==> config.mk <==
export PLATFORM = sky130hd
export DESIGN_NAME = step2_status_retire
export DESIGN_NICKNAME = d
export VERILOG_FILES = /design/src/rtl/step2_status_retire.sv
export SDC_FILE = /design/constraint.sdc
export NUM_CORES = 1
export LEC_CHECK = 0
export BUFFER_PORTS_ARGS = -buffer_cell sky130_fd_sc_hd__clkbuf_2
export CORE_MARGIN = 3
export CORE_UTILIZATION = 45
export DETAILED_ROUTE_END_ITERATION = 6
export MAX_ROUTING_LAYER = met4
export PLACE_DENSITY = 0.64
export SLEW_MARGIN = 5
export SYNTH_ARGS = -nofsm -noshare
export SYNTH_HDL_FRONTEND = slang
export SYNTH_SLANG_ARGS = --single-unit
==> constraint.sdc <==
create_clock -name clock -period 3 [get_ports clock]
set_clock_uncertainty 0.1 [all_clocks]
set_input_delay 0.45 -clock clock [delete_from_list [all_inputs] [get_ports clock]]
set_output_delay 0.45 -clock clock [all_outputs]
set_load 0.1 [all_outputs]
==> src/rtl/step2_status_retire.sv <==
// step2_status_retire: elastic in-order queue retiring the FP MAC step-2 {sign, exponent} status.
// Occupancy is tracked by count, so full/empty never depend on pointer comparison.
module step2_status_retire #(
    parameter int DEPTH = 16,
    parameter int EX_W  = 8
) (
    input  logic                    clock,
    input  logic                    resetn,
    input  logic                    clear,
    input  logic                    push_valid,
    output logic                    push_ready,
    input  logic                    push_sign,
    input  logic [EX_W-1:0]         push_ex,
    input  logic                    pop_req,
    output logic                    pop_valid,
    output logic                    pop_sign,
    output logic [EX_W-1:0]         pop_ex,
    output logic [$clog2(DEPTH):0]  count,
    output logic                    overflow,
    output logic                    underflow
);
    localparam int AW = $clog2(DEPTH);
    localparam logic [AW:0] FULL_CNT = (AW+1)'(DEPTH);

    typedef enum logic [1:0] {EMPTY, ACTIVE, FULL} occ_t;

    occ_t          occ;
    logic [EX_W:0] mem [DEPTH];
    logic [AW-1:0] wr_ptr, rd_ptr;
    logic          push_acc, pop_acc;
    logic [AW:0]   count_nxt;

    // push_ready looks only at the registered count: no pass-through when full
    always_comb begin
        occ        = count == '0 ? EMPTY : (count == FULL_CNT ? FULL : ACTIVE);
        push_ready = occ != FULL;
        push_acc   = push_valid & push_ready;
        pop_acc    = pop_req & (occ != EMPTY);
        count_nxt  = count + (AW+1)'(push_acc) - (AW+1)'(pop_acc);
    end

    always_ff @(posedge clock)
        if (push_acc && !clear) mem[wr_ptr] <= {push_sign, push_ex};

    always_ff @(posedge clock or negedge resetn) begin
        if (!resetn) begin
            count     <= '0;
            wr_ptr    <= '0;
            rd_ptr    <= '0;
            pop_valid <= 1'b0;
            pop_sign  <= 1'b0;
            pop_ex    <= '0;
            overflow  <= 1'b0;
            underflow <= 1'b0;
        end else if (clear) begin
            count     <= '0;
            wr_ptr    <= '0;
            rd_ptr    <= '0;
            pop_valid <= 1'b0;
            overflow  <= 1'b0;
            underflow <= 1'b0;
        end else begin
            count     <= count_nxt;
            pop_valid <= pop_acc;
            overflow  <= overflow | (push_valid & ~push_ready);
            underflow <= underflow | (pop_req & (occ == EMPTY));
            if (push_acc) wr_ptr <= wr_ptr + AW'(1);
            if (pop_acc) begin
                rd_ptr              <= rd_ptr + AW'(1);
                {pop_sign, pop_ex}  <= mem[rd_ptr];
            end
        end
    end
endmodule

==> flow_summary.yaml <==
clock_network:
  clk_pin_slew_ns: 0.06
  post_cts_resized: 0
  insertion_delay_ns: 0.42
  htree_levels: 4
  clockBufferDepth: 2
  cts_made_buffers: 17
  post-cts-setup-buffer-count: 0
  clock-sinks: 169
  cts-root-buf: "clkbuf_16"
  cts_tree: "yes"
logic_synthesis:
  syn_avg_cell_area_sq_um: 18.9
  synthMuxAreaShare_pct: 13.3
  synthArstFlopShare_pct: 14.8
  syn_area_sq_mm: 0.00676
  netlist.area_leader.share_pct: 64.0
  synth_top_family_by_area: "multiplexers"
  synth.distinct_cells: 35
  yosys.area.top_type: "edfxtp_1"
  ys.flop_type: "edfxtp_1"
  yosysMostFrequentCell: "edfxtp_1"
  synth_edf_count: 144
  ys_top_cells_by_count: "edfxtp_1 (144), mux4_2 (36), nor2_1 (31)"
  syn_inst: 358
  synth_area_leaders: "edfxtp_1 (64%), mux4_2 (12%), dfrtp_1 (9.3%)"
  synth-compound-area-share_pct: 3.50
  synth_warnings: 0
  yosys.area_share.simple_pct: 4.50
  synth-adder-area-share_pct: 2.15
  synth-seq-area-share_pct: 73.2
  synth_nets: 383
  synth_xor_xnor_area_share_pct: 1.04
  synth_seq_cells: 169
detailed_routing:
  ant_nets: 0
  via_per_inst: 5.43
  dr.pass1.iters: 4
  drtIter0Drc: 328
  vias: 3313
  drt_wl_total_microns: 12600
  drc_errors: 0
  wire_per_inst_microns: 20.7
worst_hold_path:
  holdCritPathClass: "in -> reg"
  hold_start: "pop_req"
  min_path_cells: 3
  min_to: "rd_ptr[1]"
timing:
  rsz0062_at_grt: "false"
  postLayoutSetupSlackWorst_ns: 0.269
  setup-tns-final_ns: 0
  fin_hold_ws_ns: 0.264
  timing.slew.headroom_pct: 52.8
  fmax_ghz: 0.366
  slew_violations: 0
  finalHoldViolCount: 0
  period_needed_ns: 2.73
  setup_violations: 0
  min_period_over_period_pct: 91.0
  worst_slew_pin_slew_ns: 0.708
worst_setup_path:
  slowest_stage: "dfrtp_4"
  rr_worst_depth: 13
  slowest_delay_ns: 0.50
  path_class: "reg -> reg"
  reg2reg_slack_ns: 0.27
  cp_top_family: "simple AND/OR/NAND/NOR gates"
  critPathMaxFanout: 4
  r2r_end: "count[4]"
  crit_path_end_kind: "flop"
  cp_cell_sequence: "inv_4 -> ha_4 -> or4b_1 -> nand2_1 -> nand2_1 -> nand2_1 -> ha_2 -> inv_1 -> fa_2 -> nor2b_1 -> o21bai_1 -> a21oi_1 -> nor3b_2"
  startpoint_type: "flop"
  cp_data_arrival_time_ns: 2.92
  path_buf_inv: 2
  cpMostUsedCell: "nand2_1"
  timing.rr.start: "count[3]"
  required_ns: 3.19
placement:
  place.gp.congestion: 0.747
  pre_cts_ws_ns: 0.261
  placed_area_sq_mm: 0.00727
  portBuffers: 31
  dp_hpwl_microns: 7840
power_and_ir_drop:
  power.total_mw: 6.59
  p_comb_share_pct: 27.8
  ir_worst_vdd_v: 0.000560
  switching_power_mw: 2.27
  p_leak_nw: 2.72
  power_frac_seq_pct: 43.4
  pwr_density_cell_mw_per_mm2: 846
  p_int_mw: 4.32
  sw_frac_of_total_pct: 34.4
  p_clk_share_pct: 28.8
grt:
  grt_pass1_wl_microns: 19800
  grt_overflow: 0
  antenna_found_initial: 0
  grtUsageTotal_pct: 17.3
  grt_pass1_vias: 3423
  grt_max_degree: 38
die:
  rows: 44
  pin_count: 32
  start_util_pct: 46.3
  die_w_microns: 129
  dieArea_sq_mm: 0.0165
  die_y_microns: 129
  core_area_sq_mm: 0.0146
cells_and_area:
  drive_gt1_share_pct: 31.0
  antenna_cells: 0
  syn2layout_area_growth_pct: 15.3
  final_nets: 439
  design_area_sq_mm: 0.00779
flow_run:
  max_cap_violations: 0
status:
  outcome: "finished clean"
## registers in the layout (all words and copies together), names as in the netlist, 4 cells and up
register  cells
rd_ptr        4
pop_ex        8
wr_ptr        4
count         5
mem         144
## logic make-up (layout without fill, tap and decap cells)
group                      Yosys count  count (layout)
and+or+nand+nor                     62              62
xor gates and xnor gates             8               8
muxes                               45              45
adders and majority gates           11              11
buffers and inverters               28              96
AOI/OAI and AO/OA                   35              35
DFF                                169             169
## power groups by stage
stage	Sequential (mW)	Clock, mW	Combinational [mW]
finish	2.86	1.90	1.83
global route	2.88	2.07	1.96
CTS	2.86	1.95	1.86
detailed placement	2.91	0	1.85
global placement	2.90	0	1.83
floorplan	3.52	0	0.864
## cells in the final DEF, fill, tap and decap left out, drive strengths merged, types with 2 or more instances in the layout
cell type	count
a211oi	9
a21o	10
a21oi	6
and3	2
buf	22
clkbuf	51
clkinv	6
clkinvlp	3
dfrtp	25
edfxtp	144
ha	10
inv	13
mux2i	9
mux4	36
nand2	9
nand3	6
nand3b	2
nor2	31
nor2b	3
o22ai	9
or2	2
xnor2	2
xor2	6
## cell type report
cell class,instances,area (sq um)
fillers,1144,6800
flip-flops and latches,169,4960
multi-input cells,161,1700
clock buffers,20,437
repair buffers,54,343
well taps,184,230
clock inverters,11,75.1
inverters,11,46.3
## timing repair
| item | 4_1_cts | 5_1_grt |
|---|---|---|
| hold endpoints to repair | 25 | 0 |
| setup endpoints to repair | 0 | 0 |
| hold buffers | 1 | 0 |
## worst reg2reg max path, delay by kind of cell (launching register included)
family,cells,cell delay [ns]
flops,1,0.50
buf+inv,2,0.13
fa+ha+maj,3,0.64
compound gates,2,0.26
simple gates,6,0.98
## how the worst max path moves through the flow
| stage | startpoint | to | slack [ns] | depth (start not counted) |
|---|---|---|---|---|
| finish | count[3] | count[4] | 0.27 | 13 |
| global route | count[3] | count[4] | 0.11 | 13 |
| CTS | count[3] | count[4] | 0.24 | 13 |
| detailed placement | count[3] | count[4] | 0.26 | 13 |
| global placement | count[3] | count[4] | 0.30 | 13 |
| floorplan | count[3] | count[4] | -0.21 | 14 |
## per-stage QoR
| stage | util (%) | instances |
|---|---|---|
| global placement | 49.8 | 578 |
| finish | 53.4 | 610 |
| global route | 53.4 | 610 |
| floorplan | - | 358 |
| CTS | 53.4 | 610 |
| detailed placement | 49.8 | 578 |
## layer usage
metal / part of all wire [%] / GRT usage (%) / vias to the layer above
met3: 6.0 / 4.73 / 15
li1: - / - / 1520
met5: 0 / - / -
met2: 49 / 25.6 / 80
met1: 43 / 23.2 / 1698
met4: 1.9 / 6.24 / 0
(Power assumes the default switching activity.)
